**src/rtl/uart_pkg.sv**
```systemverilog
// Shared definitions for the strobed UART transmitter: FSM encoding, parity modes
// and the frame length helper.
package uart_pkg;

    typedef enum logic [2:0] {
        IDLE,
        START,
        DATA,
        PAR,
        STOP
    } uart_state_e;

    localparam int PARITY_NONE = 0;
    localparam int PARITY_ODD  = 1;
    localparam int PARITY_EVEN = 2;

    // Number of baud strobes from the start of the start bit to the end of the last stop bit
    function automatic int frame_bits(int data_width, int parity, int stop_bits);
        return 1 + data_width + ((parity != PARITY_NONE) ? 1 : 0) + stop_bits;
    endfunction

endpackage

```
**src/rtl/uart_tx_strobed_if.sv**
```systemverilog
// Valid/ready word handshake between an upstream producer and the UART transmitter.
interface uart_tx_strobed_if #(
    parameter int DATA_WIDTH = 8
);
    logic [DATA_WIDTH-1:0] data_in;
    logic                  data_valid;
    logic                  data_ready;

    modport master (output data_in, output data_valid, input data_ready);
    modport slave  (input data_in, input data_valid, output data_ready);
endinterface

```
**src/rtl/uart_tx_shift.sv**
```systemverilog
// Loadable right-shift register feeding the serial line LSB first, with the parity
// bit captured from the word at load time.
module uart_tx_shift
    import uart_pkg::*;
#(
    parameter int DATA_WIDTH = 8,
    parameter int PARITY     = PARITY_NONE
) (
    input  logic                  clk,
    input  logic                  rst,
    input  logic                  load,
    input  logic                  shift,
    input  logic [DATA_WIDTH-1:0] din,
    output logic                  ser_bit,
    output logic                  par_bit
);

    logic [DATA_WIDTH-1:0] sr;

    always_ff @(posedge clk or posedge rst) begin
        if (rst) begin
            sr      <= '0;
            par_bit <= 1'b0;
        end else if (load) begin
            sr      <= din;
            par_bit <= (PARITY == PARITY_ODD) ? ~^din : ^din;
        end else if (shift) begin
            sr <= sr >> 1;
        end
    end

    assign ser_bit = sr[0];

endmodule

```
**src/rtl/uart_tx_strobed.sv**
```systemverilog
// UART transmitter paced by an external baud strobe; it owns the strobe counter's
// enable/restart so every frame begins on a full bit period.
module uart_tx_strobed
    import uart_pkg::*;
#(
    parameter int DATA_WIDTH = 8,
    parameter int PARITY     = PARITY_NONE,
    parameter int STOP_BITS  = 1
) (
    input  logic                    clk,
    input  logic                    rst,
    input  logic                    baud_strobe,
    output logic                    baud_enable,
    output logic                    baud_restart,
    uart_tx_strobed_if.slave        src,
    output logic                    tx,
    output logic                    busy,
    output logic                    frame_done
);

    if (DATA_WIDTH < 1 || DATA_WIDTH > 16 || PARITY < PARITY_NONE || PARITY > PARITY_EVEN ||
        STOP_BITS < 1 || STOP_BITS > 2) begin : g_param_check
        $error("uart_tx_strobed: parameter out of range");
    end

    localparam int              CNT_W     = $clog2(DATA_WIDTH + 1);
    localparam logic [CNT_W-1:0] LAST_BIT  = CNT_W'(DATA_WIDTH - 1);
    localparam logic [1:0]       LAST_STOP = 2'(STOP_BITS - 1);

    uart_state_e      state;
    logic [CNT_W-1:0] bit_cnt;
    logic [1:0]       stop_cnt;
    logic             ready_q;
    logic             load;
    logic             shift;
    logic             strobe_ok;
    logic             ser_bit;
    logic             par_bit;

    // The counter restarts on baud_restart, so a strobe in that same cycle belongs to the old count
    assign strobe_ok      = baud_strobe && !baud_restart;
    assign load           = (state == IDLE) && src.data_valid && ready_q;
    assign shift          = strobe_ok && ((state == START) || (state == DATA));
    assign src.data_ready = ready_q;

    uart_tx_shift #(
        .DATA_WIDTH (DATA_WIDTH),
        .PARITY     (PARITY)
    ) u_shift (
        .clk     (clk),
        .rst     (rst),
        .load    (load),
        .shift   (shift),
        .din     (src.data_in),
        .ser_bit (ser_bit),
        .par_bit (par_bit)
    );

    always_ff @(posedge clk or posedge rst) begin
        if (rst) begin
            state        <= IDLE;
            bit_cnt      <= '0;
            stop_cnt     <= '0;
            ready_q      <= 1'b0;
            tx           <= 1'b1;
            busy         <= 1'b0;
            baud_enable  <= 1'b0;
            baud_restart <= 1'b0;
            frame_done   <= 1'b0;
        end else begin
            baud_restart <= 1'b0;
            frame_done   <= 1'b0;
            case (state)
                IDLE: begin
                    ready_q <= 1'b1;
                    if (load) begin
                        state        <= START;
                        ready_q      <= 1'b0;
                        tx           <= 1'b0;
                        busy         <= 1'b1;
                        baud_enable  <= 1'b1;
                        baud_restart <= 1'b1;
                        bit_cnt      <= '0;
                        stop_cnt     <= '0;
                    end
                end
                START: begin
                    if (strobe_ok) begin
                        state <= DATA;
                        tx    <= ser_bit;
                    end
                end
                DATA: begin
                    if (strobe_ok) begin
                        bit_cnt <= bit_cnt + CNT_W'(1);
                        if (bit_cnt == LAST_BIT) begin
                            if (PARITY != PARITY_NONE) begin
                                state <= PAR;
                                tx    <= par_bit;
                            end else begin
                                state <= STOP;
                                tx    <= 1'b1;
                            end
                        end else begin
                            tx <= ser_bit;
                        end
                    end
                end
                PAR: begin
                    if (strobe_ok) begin
                        state <= STOP;
                        tx    <= 1'b1;
                    end
                end
                STOP: begin
                    if (strobe_ok) begin
                        if (stop_cnt == LAST_STOP) begin
                            state       <= IDLE;
                            frame_done  <= 1'b1;
                            busy        <= 1'b0;
                            baud_enable <= 1'b0;
                            ready_q     <= 1'b1;
                        end else begin
                            stop_cnt <= stop_cnt + 2'd1;
                        end
                    end
                end
                default: state <= IDLE;
            endcase
        end
    end

endmodule

```
**src/flat_wrapper.sv**
```systemverilog
// flat-port wrapper written by rule: the top's interface ports become plain ports
module uart_tx_strobed_flat import uart_pkg::*;
#(
    parameter int DATA_WIDTH = 8,
    parameter int PARITY     = PARITY_NONE,
    parameter int STOP_BITS  = 1
)
  (clk, rst, baud_strobe, baud_enable, baud_restart, tx, busy, frame_done, src_data_in, src_data_valid, src_data_ready);
  uart_tx_strobed_if #(.DATA_WIDTH(DATA_WIDTH)) src_i ();
  input  logic clk;
  input  logic rst;
  input  logic baud_strobe;
  output logic baud_enable;
  output logic baud_restart;
  output logic tx;
  output logic busy;
  output logic frame_done;
  input wire logic [$bits(src_i.data_in)-1:0] src_data_in;
  input wire logic [$bits(src_i.data_valid)-1:0] src_data_valid;
  output wire logic [$bits(src_i.data_ready)-1:0] src_data_ready;
  assign src_i.data_in = src_data_in;
  assign src_i.data_valid = src_data_valid;
  assign src_data_ready = src_i.data_ready;
  uart_tx_strobed #(.DATA_WIDTH(DATA_WIDTH), .PARITY(PARITY), .STOP_BITS(STOP_BITS)) u_core (.clk(clk), .rst(rst), .baud_strobe(baud_strobe), .baud_enable(baud_enable), .baud_restart(baud_restart), .src(src_i), .tx(tx), .busy(busy), .frame_done(frame_done));
endmodule
```
**config.mk**
```make
export PLATFORM = sky130hd
export DESIGN_NAME = uart_tx_strobed_flat
export DESIGN_NICKNAME = d
export VERILOG_FILES = /design/src/rtl/uart_pkg.sv /design/src/rtl/uart_tx_strobed_if.sv /design/src/rtl/uart_tx_shift.sv /design/src/rtl/uart_tx_strobed.sv /design/src/flat_wrapper.sv
export SDC_FILE = /design/constraint.sdc
export NUM_CORES = 1
export LEC_CHECK = 0
export ABC_AREA = 0
export CAP_MARGIN = 5
export CORE_UTILIZATION = 55
export DETAILED_ROUTE_END_ITERATION = 12
export PLACE_DENSITY = 0.88
export SLEW_MARGIN = 15
export SYNTH_ARGS = -nofsm -noshare
export SYNTH_HDL_FRONTEND = slang
export SYNTH_SLANG_ARGS = --single-unit
```
**constraint.sdc**
```tcl
create_clock -name clk -period 5 [get_ports clk]
set_input_delay 1 -clock clk [delete_from_list [all_inputs] [get_ports clk]]
set_output_delay 1 -clock clk [all_outputs]
set_load 0.01 [all_outputs]
```
After elaboration in Yosys (flattened, before gate mapping)
Index checks and enable logic that the tools add are counted.
- equality and inequality tests: 13
- multiplexer cells: 36
- reduce and logical (&&, ||, !) cells: 18
- add/subtract/negate cells: 2
- operator list (kind ; count):
    3-bit 2-to-1 mux ; 7
    1-bit 2-to-1 mux ; 16
    8-bit 2-to-1 mux ; 2
    3-bit case mux with 5 select lines ; 1
    2-bit by 1-bit != test with 1-bit output (second input constant) ; 6
    4-bit 2-to-1 mux ; 2
    4-bit case mux with 2 select lines ; 1
    4-bit AND reduction ; 2
    7-bit AND reduction ; 1
    3-bit by 2-bit equality test with 1-bit output (second input constant) ; 2
    2-bit 2-to-1 mux ; 3
    3-bit AND reduction ; 2
    2-bit nonzero test ; 3
    5-bit AND reduction ; 1
    4-bit by 1-bit adder with 4-bit output (second input constant) ; 1
    4-bit by 3-bit equality test with 1-bit output (second input constant) ; 1
    1-bit logical AND ; 4
    2-bit != test (second input constant) ; 2
    1-bit case mux with 2 select lines ; 2
    1-bit case mux with 4 select lines ; 1
    2-bit case mux with 2 select lines ; 1
    4-bit nonzero test ; 1
    3-bit by 1-bit equality test with 1-bit output (second input constant) ; 1
    3-bit equality test (second input constant) ; 1
    5 further kinds ; 5
- register bits after elaboration: 22
- output and inout port bits: 6
- logic and storage cells: 78
- bits of input ports: 12

Depth between registers and ports, before layout
- depth after elaboration: 5
- gate-level depth with buffers: 7

Cells and area by module
A second synthesis with hierarchy kept.
- cells, all modules: 116
- area total of the unflattened synthesis: 1192.4 um2
- modules (own cells, without submodules) (module ; times used ; cells an instance ; sequential area each (um2) ; area an instance (um2)):
    uart_tx_strobed ; 1 ; 70 ; 351.6 ; 733.2
    uart_tx_shift ; 1 ; 46 ; 225.2 ; 459.2

Worst setup path after synthesis
OpenSTA, ideal clock, no wires.
- kind: input port to flip-flop
- start: input src_data_valid
- end: register u_core.bit_cnt[0]
- path slack: 2841 ps
- stages on the path: 7
- setup time: 125 ps
- arrival: 2034 ps
- cell sequence: nand2_1 -> or4_4 -> buf_6 -> clkinv_8 -> buf_12 -> nor2_2 -> mux2_4
- cells in the longest elaborated chain, start to end: 4
- RTL lines (element ; RTL line ; text):
    from (decl) ; flat_wrapper.sv:19 ; input wire logic [$bits(src_i.data_valid)-1:0] src_data_valid;
    1-bit logical AND (2 in series) ; uart_tx_strobed.sv:42 ; assign load = (state == IDLE) && src.data_valid && ready_q;
    2-bit by 1-bit != test with 1-bit output (no line) ; n/a ;
    3-bit AND reduction (no line) ; n/a ;
    to (signal assigned) ; uart_tx_strobed.sv:95 ; bit_cnt <= bit_cnt + CNT_W'(1);
    to (decl) ; uart_tx_strobed.sv:31 ; logic [CNT_W-1:0] bit_cnt;
Every way passes these cells.
A chain may end at the register's enable or synchronous reset.

Worst setup path after layout
- start: input baud_strobe
- end: register u_core.u_shift.sr[5]
- cells in the longest elaborated chain, start to end: 3
- RTL lines (element ; RTL line ; text):
    from (decl) ; flat_wrapper.sv:12 ; input logic baud_strobe;
    1-bit logical AND ; uart_tx_strobed.sv:41 ; assign strobe_ok = baud_strobe && !baud_restart;
    1-bit logical AND ; uart_tx_strobed.sv:43 ; assign shift = strobe_ok && ((state == START) || (state == DATA));
    2-bit nonzero test (no line) ; n/a ;
    to (signal assigned) ; uart_tx_shift.sv:25 ; sr <= din;
    to (signal assigned) ; uart_tx_shift.sv:28 ; sr <= sr >> 1;
    to (decl) ; uart_tx_shift.sv:18 ; logic [DATA_WIDTH-1:0] sr;
Every way passes these cells.

==> results.md <==
- Counting I/O delays and the setup requirement, the final critical path takes between 2000 and 2500 ps.
- The total power of the final layout is 754 uW.
- Dividing the synthesized area by the synthesized cell count gives roughly 11 um2.
- The signal on the critical path passes through clkdlybuf4s50_1 -> nand2b_1 -> nor3_2 -> nor2_1 -> a21o_1.
- The proportion of netlist area held by the largest area contributor is 47.7%.
- Setup repair after global routing left no endpoint under its margin.
- The tool flagged a number of max-cap violations equal to 0.
- The total negative slack is 0 ps.
- The number of setup buffers added after CTS is 0.
- The violation count after the first detailed-routing iteration is 19.
- In the layout the commonest cells are dfrtp_1 (21), clkdlybuf4s50_1 (17), nor2_1 (8).
- The share of layout cells above drive strength 1 is 10.6%.
- The overall die area is 2190 um2.
- The count of filler cells inserted in the layout is 127.
- The total of endpoints with negative setup slack in the final report is 0.
- The total overflow left after global routing is 0.
- For the worst setup path, the data required time is 5210 ps.
- In this run the worst hold path is classified as reg -> reg.
- For this design the static power due to leakage is just under 0.6 nW.
- The placed wire-length estimate is 1440 um.
- The type of element launching the critical path is a primary input.
- CTS built an H-tree with a depth of 1.
- Summed over all layers, the routed wires come to a little over 2000 um.
- TritonCTS created 3 clock buffers.
- The number of antenna violations at the first check in global routing came to 0.
- Sequential elements use ~50% of the synthesized area.
- The cell at the slowest stage of the critical path is clkdlybuf4s50_1.
- The delay of the slowest cell on the worst path is 490 ps.
- The maximum root-to-sink buffer count is 2.
- The root buffer cell chosen for the clock tree is clkbuf_4.
- The antenna diode count is 0.
- The initial core utilization is between 60% and 70%.
- The number of nets in the synthesized netlist is 113.
- In the finished design, the share of the clock period the worst path needs comes to between 40% and 50%.
- Clock-pin slew was measured on the worst setup and hold paths at approximately 130 ps.
- The number of instances in the synthesized netlist is 99.
- The peak fanout along the critical path is 8.
- The number of I/O port buffers is 17.
- The net total in the final layout is 128.
- The leading cell type in the layout, fill and taps excluded is dfrtp_1.
- The critical path is of the in -> reg type.
- The core region is 1800 um2.
- The routed length per placed instance is 15.0 um.
- The number of global-route vias before repair came to 739.
- From left edge to right edge, the die measures 46.8 um.
- TritonCTS built the clock tree.
- The clock network latency to the later pin of the worst-skew pair is slightly above 300 ps.
- In this run the power density over the cells is 583 nW/um2.
- The first global-routing pass estimated 3250 um of wire.
- The first detailed-routing pass took 4 iterations.
- The die span in y is roughly 47 um.
- The synthesized netlist contains 38 unique library cells.
- The upper clock frequency limit is 0.415 GHz.
- Counting flops and latches in the post-synthesis netlist gives 22.
- The average vias per placed instance is 5.82.
- The flow ran to the end, and the final reports show no timing, DRC or antenna violations.
- Summed over all instances, the cell type with the most area after synthesis is dfrtp_1.
- The actual transition at the worst max-transition pin is 827 ps.
- In this run the core area contains 15 standard-cell rows.
- Once the clock tree was built, the resizer swapped 0 gates to a different size.
- The worst-case clock skew is about 1.1 ps.
- The all-layer global routing usage is 21.5%.
- The number of remaining DRC errors is 0.
- During synthesis, Yosys emitted a total of 0 warnings.
- Measured against its own limit, the worst slew margin works out to 44.8%.
- Data arrives at the worst endpoint at 2630 ps.
- On the critical path the largest part of the delay comes from simple AND/OR/NAND/NOR gates.
- The post-synthesis cell area is 1100 um2.
- The count of hold buffers inserted by post-cts repair is 0.
- The buffer and inverter count on the worst path is 1.
- The area growth from synthesis to layout is 17.4%.
- The count of vias placed by the detailed router is between 800 and 900.
- Entering global routing, the biggest net connects 23 pins.
- The total count of max-transition violations in the final report was 0.
- The kind of end point of the critical path is a flop.
- Yosys attributes the largest share of cell area to dfrtp_1 (48%), a22o_1 (5.6%), a21o_1 (3.4%).
- The number of hold-slack violations in the final timing report is 0.
- 18 I/O pins were placed.
- For this design, the sink count on the clock tree is 22.
- The global placement routability congestion is 0.720.
- On the final layout, the worst hold slack is about 500 ps.
- The maximum resistive drop on vdd is 325 uV.
- The detail route stage leaves a number of antenna-violating nets equal to 0.
synthesized netlist by cell type:
master and n:
buf_6 2, or4_1 1, or4_4 1, nor3_4 1, dfrtp_1 21, mux2i_1 3, mux2_2 1, buf_2 1
nor3b_1 1, nand2_1 5, inv_1 5, nor4_1 1, buf_4 1, buf_12 1, nand4b_1 1, clkinv_8 1
nor2_1 8, ha_1 2, a311oi_1 1, o21ai_1 2, nor3_1 1, buf_1 1, nor3_2 1, mux2_4 1
nor2b_1 1, a21oi_1 5, o21ai_0 2, dfstp_2 1, nand3b_1 2, o41ai_1 1, nand3_1 2, clkbuf_1 1
nor2_2 1, nand2b_1 4, a21o_1 5, o32ai_1 1, a22o_1 7, xnor2_1 2
area by class of cell:
class	instances	area, um2	area share [%]
clock buffers	3	22.5	1.74
flip-flops and latches	22	552	42.6
clock inverters	1	30.0	2.32
multi-input cells	64	453	35.0
repair buffers	17	170	13.2
well taps	25	31.3	2.42
inverters	6	35.0	2.71
stage by stage:
step / std cells / setup slack (ps) / util (%) / cell area [um2]
global placement: 134 / 2360 / 68.9 / 1240
detailed placement: 134 / 2280 / 68.9 / 1240
global route: 138 / 2470 / 71.8 / 1290
CTS: 138 / 2620 / 71.8 / 1290
finish: 138 / 2590 / 71.8 / 1290
floorplan: 99 / 2840 / - / 1100
power by group:
group / leakage [nW] / switching, mW / internal (mW) / total [mW]
clock network: 0.0279 / 0.0569 / 0.0809 / 0.138
logic: 0.284 / 0.141 / 0.154 / 0.295
registers: 0.276 / 0.0716 / 0.250 / 0.321
cells by family after synthesis:
group | count (synthesis) | share of synthesized area, %
XOR/XNOR | 2 | 1.59
buffers and inverters | 13 | 8.85
flip-flops | 22 | 50.1
adder cells (fa/ha/maj) | 2 | 2.27
multiplexers | 5 | 5.11
AO/OA/AOI/OAI | 24 | 15.4
AND/OR/NAND/NOR | 31 | 16.7
final timing paths:
check,cells past startpoint,from,to,slack [ps]
setup / recovery,5,baud_strobe,u_core.u_shift.sr[5],2590
hold / removal,1,u_core.stop_cnt[0],u_core.stop_cnt[0],490
setup reg to reg,4,u_core.state[0],u_core.u_shift.sr[5],3200
hold reg to reg,1,u_core.stop_cnt[0],u_core.stop_cnt[0],490
max in group asynchronous,2,rst,u_core.u_shift.sr[2],3360
min in group asynchronous,2,rst,u_core.bit_cnt[0],1130
registers in the layout (all words and copies together) (netlist names):
| register | count |
|---|---|
| u_core.u_shift.sr | 8 |
| u_core.bit_cnt | 4 |
| u_core.state | 3 |
| u_core.stop_cnt | 2 |
| u_core.baud_enable | 1 |
| u_core.baud_restart | 1 |
| u_core.frame_done | 1 |
| u_core.src.data_ready | 1 |
| u_core.tx | 1 |
metal layers:
layer | vias up | wire (um) | track usage [%]
met5 | - | 0 | 0
met4 | 0 | 42 | 10.3
met3 | 6 | 78 | 3.46
met2 | 24 | 1020 | 34.4
met1 | 401 | 925 | 28.5
li1 | 372 | - | -
No activity file was read; power rests on OpenSTA's default activity.
